$ cat src/rtl/serial_bit_feeder.sv
// serial_bit_feeder: takes parallel words over a valid/ready handshake and
// shifts them out one bit per clock onto the downstream sequence FSM input.
// A single pending-word buffer lets consecutive words go out with no idle
// cycle between them.
module serial_bit_feeder #(
  parameter int   WIDTH     = 8,
  parameter int   MSB_FIRST = 1,
  parameter logic IDLE_BIT  = 1'b0,
  localparam int  CW        = $clog2(WIDTH)
) (
  input  logic             clock,
  input  logic             reset,
  input  logic [WIDTH-1:0] data_in,
  input  logic             data_valid,
  output logic             data_ready,
  output logic             ser_out,
  output logic             ser_active,
  output logic             word_done,
  output logic [CW-1:0]    bit_idx
);

  localparam logic STATE_IDLE  = 1'b0;
  localparam logic STATE_SHIFT = 1'b1;

  localparam logic [CW-1:0] LAST_IDX = CW'(WIDTH - 1);

  logic             state;
  logic [WIDTH-1:0] shift_reg;
  logic [WIDTH-1:0] pend_buf;
  logic             pend_full;
  logic [CW-1:0]    cnt;

  logic             transfer;
  logic             last_bit;
  logic [WIDTH-1:0] shifted;

  // Handshake: ready whenever out of reset and the pending slot is empty
  assign data_ready = reset & ~pend_full;
  assign transfer   = data_valid & data_ready;
  assign last_bit   = (state == STATE_SHIFT) && (cnt == LAST_IDX);

  // Next shift-register value: move the next bit toward the output end
  always_comb begin
    shifted = shift_reg;
    if (MSB_FIRST != 0)
      shifted = {shift_reg[WIDTH-2:0], 1'b0};
    else
      shifted = {1'b0, shift_reg[WIDTH-1:1]};
  end

  // Outputs come only from registers so the downstream FSM sees a stable bit
  always_comb begin
    ser_out    = IDLE_BIT;
    ser_active = 1'b0;
    word_done  = 1'b0;
    bit_idx    = '0;
    if (state == STATE_SHIFT) begin
      ser_out    = (MSB_FIRST != 0) ? shift_reg[WIDTH-1] : shift_reg[0];
      ser_active = 1'b1;
      word_done  = last_bit;
      bit_idx    = cnt;
    end
  end

  // Main sequencer: load, shift, chain pending or direct words, or go idle
  always_ff @(posedge clock or negedge reset) begin
    if (!reset) begin
      state     <= STATE_IDLE;
      shift_reg <= '0;
      pend_buf  <= '0;
      pend_full <= 1'b0;
      cnt       <= '0;
    end else begin
      case (state)
        STATE_IDLE: begin
          if (transfer) begin
            shift_reg <= data_in;
            cnt       <= '0;
            state     <= STATE_SHIFT;
          end
        end
        default: begin
          if (!last_bit) begin
            shift_reg <= shifted;
            cnt       <= cnt + CW'(1);
            if (transfer) begin
              pend_buf  <= data_in;
              pend_full <= 1'b1;
            end
          end else if (pend_full) begin
            shift_reg <= pend_buf;
            pend_full <= 1'b0;
            cnt       <= '0;
          end else if (transfer) begin
            shift_reg <= data_in;
            cnt       <= '0;
          end else begin
            cnt   <= '0;
            state <= STATE_IDLE;
          end
        end
      endcase
    end
  end

endmodule

$ cat config.mk
export PLATFORM = sky130hd
export DESIGN_NAME = serial_bit_feeder
export DESIGN_NICKNAME = d
export VERILOG_FILES = /design/src/rtl/serial_bit_feeder.sv
export SDC_FILE = /design/constraint.sdc
export NUM_CORES = 1
export LEC_CHECK = 0
export ABC_CLOCK_PERIOD_IN_PS = 2050
export BUFFER_PORTS_ARGS = -buffer_cell sky130_fd_sc_hd__buf_4
export CAP_MARGIN = 20
export CORE_MARGIN = 1
export CORE_UTILIZATION = 50
export CTS_CLUSTER_DIAMETER = 120
export CTS_CLUSTER_SIZE = 28
export DETAILED_ROUTE_END_ITERATION = 16
export PLACE_DENSITY = 0.73
export REMOVE_ABC_BUFFERS = 1
export SLEW_MARGIN = 0
export SYNTH_ARGS = -nofsm -noshare
export SYNTH_HDL_FRONTEND = slang
export SYNTH_SLANG_ARGS = --single-unit
$ cat constraint.sdc
create_clock -name clock -period 2.05 [get_ports clock]
set_input_delay 0 -clock clock [delete_from_list [all_inputs] [get_ports clock]]
set_output_delay 0 -clock clock [all_outputs]
set_load 0.02 [all_outputs]
==> reports/metrics.cfg, run 1 <==
[run_status]
status=finished, violations left
violations=negative hold slack

[synthesis]
synth_top_area_share_pct=53.5
ys_top_cells_by_area=dfrtp_1 54%, mux2_2 9.2%, a221o_1 8.2%, a32o_1 6.1%, and2_1 3.2%
synth_seq_cells=21
syn-cell-area_um2=982
yosys_warnings=0
seq_area_frac_synth_pct=53.5
yosys.area.top_type=dfrtp_1
ys_types=23
avgSynthCellArea_um2=12.8
synthCells=77

[worst_setup_path]
r2r_start=cnt[0]
arrival_ns=2.02
crit_start=cnt[0]
critPathMaxFanout=9
worst_setup_path_start_kind=flip-flop
cp-end-kind=flip-flop
worstPathRequired_ns=2.26
crit_type=reg -> reg

[min_path]
hold_class=in -> reg
hold_start=data_valid

[timing]
drv_slew=0
clock.fmax_mhz=551
min_period_ns=1.82
skew_ns=0.0117
tightest_slew_ns=0.470
hold_ws_ns=-0.000372
setup_viol=0
fin_crit_sh_pct=88.6
slew-limit-headroom_pct=68.5
tns_ns=0
hold_viol=1
rsz0062_at_grt=no

[detailed_routing]
vias_per_cell=5.58
wl_per_cell_um=14.6
drt_iter0_drc=8
vias=720
ant_nets=0
wl_mm=1.88
drc=0
drtPass1Iterations=4

[final_layout]
fill_cells=133
fin_nets=118
drive_gt1_share_pct=32.7
insertedDiodeCount=0
syn_to_final_growth_pct=26.2

[clock_network]
clock_sinks=21
ctsHtreeMaxLevel=1
cts_buffer_depth=2
cts_tree=built
root_buffer=clkbuf_4
cts_buffers=3
postCtsSetupBuffers=0
insertion_delay_ns=0.31
clk_pin_slew_ns=0.12

[floorplan]
io_pins=18
core_um2=1780
die_h_um=46.3
die_w_um=46.3
die-area_um2=2150
core.rowCount=15
start_util_pct=55.1

[placed_design]
hpwl_mm=1.23
place_congestion=0.727
io_buffers=17

[grt]
grt_first_pass_wirelength_mm=3.06
grt_pass1_vias=697
grt_overflow_total=0
grt_use_total_pct=20.9
antenna_found_initial=0
grt_max_degree=25

[flow_run]
drv_cap=0

[pwr]
total_power_uw=1640
ir_drop_mv=0.808
p_leak_uw=0.000575
p_per_area_nw_per_um2=1320

where the power goes:
group / internal [uW] / total (uW) / leakage, uW / switching [uW]
sequential: 592 / 741 / 0.000262 / 149
combinational: 366 / 700 / 0.000295 / 334
clock: 72.9 / 199 / 0.0000177 / 126
cell type report:
class	count	area, um2	area share (%)
clock inverters	1	5.00	0.404
repair buffers	27	225	18.2
multi-input cells	51	427	34.4
inverters	1	3.75	0.303
clock buffers	3	22.5	1.82
flip-flops and latches	21	526	42.4
well taps	25	31.3	2.52
layer usage:
| metal | up-vias | wire, um | GRT usage, % |
|---|---|---|---|
| li1 | 346 | - | - |
| met1 | 353 | 879 | 26.1 |
| met2 | 17 | 897 | 34.4 |
| met3 | 4 | 58 | 2.35 |
| met4 | 0 | 44 | 12.4 |
| met5 | - | 0 | 0 |
Yosys cell counts (all sizes together):
master and number:
a21boi 1, nand4 1, buf 2, a221o 8
nand2b 2, inv 1, dfrtp 21, a32o 6
nand2 6, a31oi 1, ha 2, and2 5
mux2 8, and3 1, nand3b 1, o22ai 1
clkbuf 2, nor2b 2, o21ai 3, nor2 3
metrics by stage:
step / setup WS (ns) / std cells / utilization, % / hold WS (ns) / instance area [um2]
final: 0.234 / 129 / 69.5 / -0.000372 / 1240
after global placement: 0.270 / 116 / 62.9 / -0.0879 / 1120
after CTS: 0.220 / 129 / 69.5 / 0.00204 / 1240
after floorplan: 0.253 / 73 / - / -0.296 / 956
after global routing: 0.171 / 129 / 69.5 / 0.0216 / 1240
after detailed placement: 0.235 / 116 / 62.9 / -0.0826 / 1120
critical path, stage by stage, from the launching register on:
cell and delay (ns):
dfrtp_1 0.42, ha_1 0.21, ha_1 0.23, and2_1 0.29
a32o_1 0.31, a221o_1 0.27
cell families (layout without fill, tap and decap cells):
logic type | count (synthesis) | count (layout) | synth area share [%]
mux | 8 | 8 | 9.17
compound gates | 20 | 20 | 18.2
flops | 21 | 21 | 53.5
fa+ha+maj | 2 | 2 | 2.55
buf+inv | 5 | 32 | 3.06
simple gates | 21 | 21 | 13.5
path summary, 6_finish.rpt:
path	depth (start not counted)	slack, ns	end
max in group asynchronous	2	1.70	cnt[2]
hold / removal	3	-0.0004	pend_full
min in group asynchronous	2	0.11	shift_reg[3]
setup / recovery	5	0.23	shift_reg[4]
setup reg to reg	5	0.23	shift_reg[4]
hold reg to reg	1	0.52	pend_buf[6]
what timing repair did:
action,in CTS,in global routing
hold buffers,9,0
endpoints found under the hold margin,37,0
endpoints found under the setup margin,0,0
gates resized for setup,0,0
layout by cell type, fill, tap and decap left out:
| cell | Yosys | final |
|---|---|---|
| a221o_1 | 8 | 8 |
| inv_1 | 1 | 1 |
| and3_1 | 1 | 1 |
| nor2_1 | 1 | 1 |
| o22ai_1 | 1 | 1 |
| nand2_1 | 6 | 6 |
| nor2_2 | 1 | 1 |
| mux2_2 | 8 | 8 |
| a21boi_2 | 1 | 1 |
| dfrtp_1 | 21 | 21 |
| clkinv_2 | 0 | 1 |
| a31oi_1 | 1 | 1 |
| and2_1 | 5 | 5 |
| nand4_1 | 1 | 1 |
| o21ai_0 | 3 | 3 |
| buf_4 | 1 | 18 |
| nand2b_1 | 2 | 2 |
| nor2_4 | 1 | 1 |
| clkbuf_4 | 0 | 3 |
| nand3b_4 | 1 | 1 |
| dlygate4sd3_1 | 0 | 9 |
| a32o_1 | 6 | 6 |
| ha_1 | 2 | 2 |
| nor2b_1 | 2 | 2 |
(Power assumes the default switching activity.)
==> run 2: changes to the inputs <==
--- a/config.mk
+++ b/config.mk
@@ -8,12 +8,14 @@
 export ABC_CLOCK_PERIOD_IN_PS = 2050
 export BUFFER_PORTS_ARGS = -buffer_cell sky130_fd_sc_hd__buf_4
 export CAP_MARGIN = 20
+export CELL_PAD_IN_SITES_DETAIL_PLACEMENT = 0
+export CELL_PAD_IN_SITES_GLOBAL_PLACEMENT = 1
 export CORE_MARGIN = 1
-export CORE_UTILIZATION = 50
+export CORE_UTILIZATION = 42
 export CTS_CLUSTER_DIAMETER = 120
 export CTS_CLUSTER_SIZE = 28
 export DETAILED_ROUTE_END_ITERATION = 16
-export PLACE_DENSITY = 0.73
+export PLACE_DENSITY_LB_ADDON = 0.1
 export REMOVE_ABC_BUFFERS = 1
 export SLEW_MARGIN = 0
 export SYNTH_ARGS = -nofsm -noshare
==> reports/metrics.cfg, run 2 (synthesis results as in run 1) <==
[detailed_routing]
drc=0  ; unchanged
ant_nets=0  ; unchanged
drt_iter0_drc=16  ; was 8
wl_mm=2.04  ; was 1.88 mm
vias=743  ; was 720
drtPass1Iterations=4  ; unchanged
wl_per_cell_um=15.3  ; was 14.6 um
vias_per_cell=5.59  ; was 5.58

[timing]
clock.fmax_mhz=536  ; was 551 MHz
fin_crit_sh_pct=90.9  ; was 88.6%
rsz0062_at_grt=no  ; unchanged
skew_ns=0.00435  ; was 0.0117 ns
min_period_ns=1.86  ; was 1.82 ns
hold_viol=0  ; was 1
tns_ns=0  ; unchanged
timing.final.ws_setup_ns=0.186  ; was 0.234 ns
setup_viol=0  ; unchanged
tightest_slew_ns=0.490  ; was 0.470 ns
slew-limit-headroom_pct=67.1  ; was 68.5%
drv_slew=0  ; unchanged

[grt]
grt_pass1_vias=711  ; was 697
grt_overflow_total=0  ; unchanged
grt_first_pass_wirelength_mm=3.28  ; was 3.06 mm
grt_max_degree=25  ; unchanged
grt_use_total_pct=17.6  ; was 20.9%
antenna_found_initial=0  ; unchanged

[floorplan]
core_um2=2210  ; was 1780 um2
core.rowCount=17  ; was 15
io_pins=18  ; unchanged
start_util_pct=44.4  ; was 55.1%
die_w_um=50.4  ; was 46.3 um
die_h_um=50.4  ; was 46.3 um
die-area_um2=2540  ; was 2150 um2

[final_layout]
insertedDiodeCount=0  ; unchanged
fill_cells=193  ; was 133
drive_gt1_share_pct=32.4  ; was 32.7%
fin_cells=133  ; was 129
final_common_cell=dfrtp_1  ; unchanged
final_cell_mix=21 x dfrtp_1, 18 x buf_4, 10 x dlygate4sd3_1  ; was 21 x dfrtp_1, 18 x buf_4, 9 x dlygate4sd3_1
fin_nets=119  ; was 118
syn_to_final_growth_pct=27.6  ; was 26.2%

[pwr]
ir_drop_mv=0.684  ; was 0.808 mV
p_per_area_nw_per_um2=1320  ; about the same
p_leak_uw=0.000579  ; was 0.000575 uW
total_power_uw=1660  ; was 1640 uW

[flow_run]
drv_cap=0  ; unchanged

[worst_setup_path]
cp_slowest_stage_delay_ns=0.43  ; was 0.42 ns
reg2regPathDepth=5  ; unchanged
crit_buf_inv=0  ; unchanged
cp-end-kind=flip-flop  ; unchanged
critPathMaxFanout=9  ; unchanged
crit_type=reg -> reg  ; unchanged
worst_path_most_repeated_cell=ha_1  ; unchanged
crit_family=compound AO/OA/AOI/OAI gates  ; unchanged
r2r_end=shift_reg[2]  ; was shift_reg[4]
worstPathRequired_ns=2.24  ; was 2.26 ns
arrival_ns=2.05  ; was 2.02 ns
worst_setup_path_start_kind=flip-flop  ; unchanged
cp_cell_sequence=ha_1, ha_1, and2_1, a32o_1, a221o_1  ; unchanged
r2r_start=cnt[0]  ; unchanged
r2r_slack_ns=0.19  ; was 0.23 ns
cpMaxStageDelayCell=dfrtp_1  ; unchanged

[clock_network]
clock_sinks=21  ; unchanged
ctsHtreeMaxLevel=1  ; unchanged
cts_tree=built  ; unchanged
cts_buffer_depth=2  ; unchanged
root_buffer=clkbuf_4  ; unchanged
cts_buffers=3  ; unchanged
insertion_delay_ns=0.30  ; was 0.31 ns
clk_pin_slew_ns=0.12  ; about the same

[placed_design]
hpwl_mm=1.34  ; was 1.23 mm
place_ws_ns=0.191  ; was 0.235 ns
place_congestion=0.788  ; was 0.727
dp_cells=119  ; was 116
io_buffers=17  ; unchanged

[min_path]
hold_class=in -> async  ; was in -> reg

[run_status]
status=finished clean  ; was finished, violations left

run 2: cell count changes in the layout (fill, tap and decap cells not counted), sizes merged:
cell,before,now
dlygate4sd3,9,10
run 2: what timing repair did:
action                                 CTS  global route
hold buffers                            10             0
endpoints found under the hold margin   38             0
buffers inserted                         0             0
gates resized for setup                  0             0
run 2: layer usage:
metal / routed length (um) / vias up / track usage (%)
met4: 25 / 0 / 6.94
met1: 917 / 363 / 23.8
met5: 0 / - / 0
met2: 1010 / 25 / 28.2
met3: 88 / 4 / 2.73
li1: - / 351 / -
run 2: cell type report:
class                           count  area, um2  area share [%]
Sequential cell                    21        526            41.9
Inverter                            1       3.75           0.299
Tap cell                           28       35.0            2.79
Clock buffer                        3       22.5            1.80
Multi-Input combinational cell     51        427            34.0
Clock inverter                      1       5.00           0.399
Timing Repair Buffer               28        235            18.8
run 2: worst max-delay path by stage:
stage / from / to / slack [ns] / depth (start not counted)
after floorplan: cnt[0] / shift_reg[2] / 0.25 / 5
after global placement: cnt[0] / shift_reg[4] / 0.24 / 5
after detailed placement: cnt[0] / shift_reg[2] / 0.19 / 5
after CTS: cnt[0] / shift_reg[2] / 0.17 / 5
after global routing: cnt[0] / shift_reg[5] / 0.09 / 5
final: cnt[0] / shift_reg[2] / 0.19 / 5
run 2: per-stage QoR:
stage / hold WS [ns] / util [%] / area [um2]
3_3_place_gp: -0.0804 / 50.9 / 1130
2_1_floorplan: -0.296 / - / 956
6_report: 0.114 / 56.7 / 1250
3_5_place_dp: -0.0842 / 50.9 / 1130
4_1_cts: 0.124 / 56.7 / 1250
5_1_grt: 0.126 / 56.7 / 1250
run 2: power by group:
part | internal [uW] | total (uW) | switching (uW)
registers | 592 | 747 | 155
logic | 366 | 711 | 344
clock network | 72.6 | 200 | 127
total | 1030 | 1660 | 627
==> run 3: changes to the inputs <==
--- a/config.mk
+++ b/config.mk
@@ -16,6 +16,7 @@
 export CTS_CLUSTER_SIZE = 28
 export DETAILED_ROUTE_END_ITERATION = 16
 export PLACE_DENSITY_LB_ADDON = 0.1
+export RECOVER_POWER = 100
 export REMOVE_ABC_BUFFERS = 1
 export SLEW_MARGIN = 0
 export SYNTH_ARGS = -nofsm -noshare
==> reports/metrics.cfg, run 3 (synthesis results as in run 1) <==
[timing]
tightest_slew_ns=0.629  ; was 0.490 ns
fin_crit_sh_pct=90.9  ; about the same
setup_viol=0  ; unchanged
hold_viol=0  ; unchanged
drv_slew=0  ; unchanged
tns_ns=0  ; unchanged
rsz0062_at_grt=no  ; unchanged
clock.fmax_mhz=537  ; was 536 MHz
skew_ns=0.00293  ; was 0.00435 ns
hold_ws_ns=0.117  ; was 0.114 ns
slew-limit-headroom_pct=57.9  ; was 67.1%
min_period_ns=1.86  ; about the same

[detailed_routing]
vias=736  ; was 743
vias_per_cell=5.53  ; was 5.59
drt_iter0_drc=17  ; was 16
wl_mm=2.02  ; was 2.04 mm
ant_nets=0  ; unchanged
drc=0  ; unchanged
drtPass1Iterations=4  ; unchanged
wl_per_cell_um=15.2  ; was 15.3 um

[final_layout]
drive_gt1_share_pct=25.7  ; was 32.4%
final_common_cell=dfrtp_1  ; unchanged
fin_nets=119  ; unchanged
insertedDiodeCount=0  ; unchanged
fill_cells=197  ; was 193
syn_to_final_growth_pct=25.1  ; was 27.6%
final_cell_mix=21 x dfrtp_1, 12 x buf_4, 10 x dlygate4sd3_1  ; was 21 x dfrtp_1, 18 x buf_4, 10 x dlygate4sd3_1

[clock_network]
postCtsSetupBuffers=0  ; unchanged
cts_buffer_depth=2  ; unchanged
root_buffer=clkbuf_4  ; unchanged
cts_resized=0  ; unchanged
hold_buffers=10  ; unchanged
cts_tree=built  ; unchanged
cts_buffers=3  ; unchanged
insertion_delay_ns=0.30  ; about the same
clk_pin_slew_ns=0.12  ; about the same
ctsHtreeMaxLevel=1  ; unchanged
clock_sinks=21  ; unchanged

[floorplan]
die_w_um=50.4  ; unchanged
core.rowCount=17  ; unchanged
die_h_um=50.4  ; unchanged
core_um2=2210  ; unchanged
start_util_pct=44.4  ; unchanged
io_pins=18  ; unchanged
die-area_um2=2540  ; unchanged

[pwr]
switching_share_pct=38.5  ; was 37.8%
p_leak_uw=0.000555  ; was 0.000579 uW
p_per_area_nw_per_um2=1310  ; was 1320 nW/um2
p_int_uw=989  ; was 1030 uW
combPwrFrac_pct=41.4  ; was 42.9%
ir_drop_mv=0.675  ; was 0.684 mV
total_power_uw=1610  ; was 1660 uW
seqPwrFrac_pct=46.4  ; was 45.1%
switchingPower_uw=620  ; was 627 uW
p_clk_share_pct=12.2  ; was 12.0%

[placed_design]
place_congestion=0.788  ; unchanged
hpwl_mm=1.34  ; unchanged
io_buffers=17  ; unchanged

[worst_setup_path]
arrival_ns=2.05  ; about the same
cp-end-kind=flip-flop  ; unchanged
crit_family=compound AO/OA/AOI/OAI gates  ; unchanged
worst_path_most_repeated_cell=ha_1  ; unchanged
worst_setup_path_start_kind=flip-flop  ; unchanged
cpMaxStageDelayCell=dfrtp_1  ; unchanged
worstPathRequired_ns=2.24  ; about the same
critPathMaxFanout=9  ; unchanged
cp_slowest_stage_delay_ns=0.42  ; was 0.43 ns
cp_cell_sequence=ha_1, ha_1, and2_1, a32o_1, a221o_1  ; unchanged
crit_buf_inv=0  ; unchanged
crit_type=reg -> reg  ; unchanged

[min_path]
hold_class=in -> async  ; unchanged

[grt]
grt_pass1_vias=711  ; unchanged
antenna_found_initial=0  ; unchanged
grt_overflow_total=0  ; unchanged
grt_max_degree=25  ; unchanged
grt_first_pass_wirelength_mm=3.28  ; unchanged
grt_use_total_pct=17.6  ; unchanged

[flow_run]
drv_cap=0  ; unchanged

[run_status]
status=finished clean  ; unchanged

run 3: per-stage QoR:
stage | area [um2] | setup WS (ns) | util, % | cells
5_1_grt | 1230 | 0.0969 | 55.5 | 133
3_5_place_dp | 1130 | 0.191 | 50.9 | 119
4_1_cts | 1250 | 0.174 | 56.7 | 133
2_1_floorplan | 956 | 0.253 | - | 73
6_report | 1230 | 0.187 | 55.5 | 133
3_3_place_gp | 1130 | 0.239 | 50.9 | 119
run 3: per-layer routing:
metal	track usage (%)	part of all wire (%)	vias to the layer above	routed length, um
met4	6.94	1.2	0	25
li1	-	-	353	-
met1	23.8	46	360	937
met3	2.73	2.7	4	55
met2	28.2	50	19	1000
met5	0	0	-	0
run 3: final timing paths:
| check | start | to | slack (ns) | cells after the start |
|---|---|---|---|---|
| max | cnt[0] | shift_reg[4] | 0.19 | 5 |
| min | reset | shift_reg[7] | 0.12 | 2 |
| max reg2reg | cnt[0] | shift_reg[4] | 0.19 | 5 |
| min reg2reg | pend_buf[0] | pend_buf[0] | 0.52 | 1 |
| max in group asynchronous | reset | pend_buf[7] | 1.70 | 2 |
| min in group clock | data_in[2] | pend_buf[2] | 0.47 | 3 |
run 3: layout make-up:
| type | instances | area [um2] | area share [%] |
|---|---|---|---|
| Timing Repair Buffer | 28 | 213 | 17.3 |
| Tap cell | 28 | 35.0 | 2.85 |
| Clock buffer | 3 | 22.5 | 1.83 |
| Multi-Input combinational cell | 51 | 424 | 34.5 |
| Clock inverter | 1 | 5.00 | 0.407 |
| Sequential cell | 21 | 526 | 42.8 |
| Inverter | 1 | 3.75 | 0.305 |
run 3: power by group through the flow:
| stage | Sequential, uW | Combinational, uW | Clock, uW |
|---|---|---|---|
| 4_1_cts | 749 | 717 | 206 |
| 3_3_place_gp | 753 | 694 | 0 |
| 3_5_place_dp | 758 | 698 | 0 |
| 6_report | 746 | 666 | 196 |
| 5_1_grt | 773 | 733 | 225 |
| 2_1_floorplan | 719 | 472 | 0 |
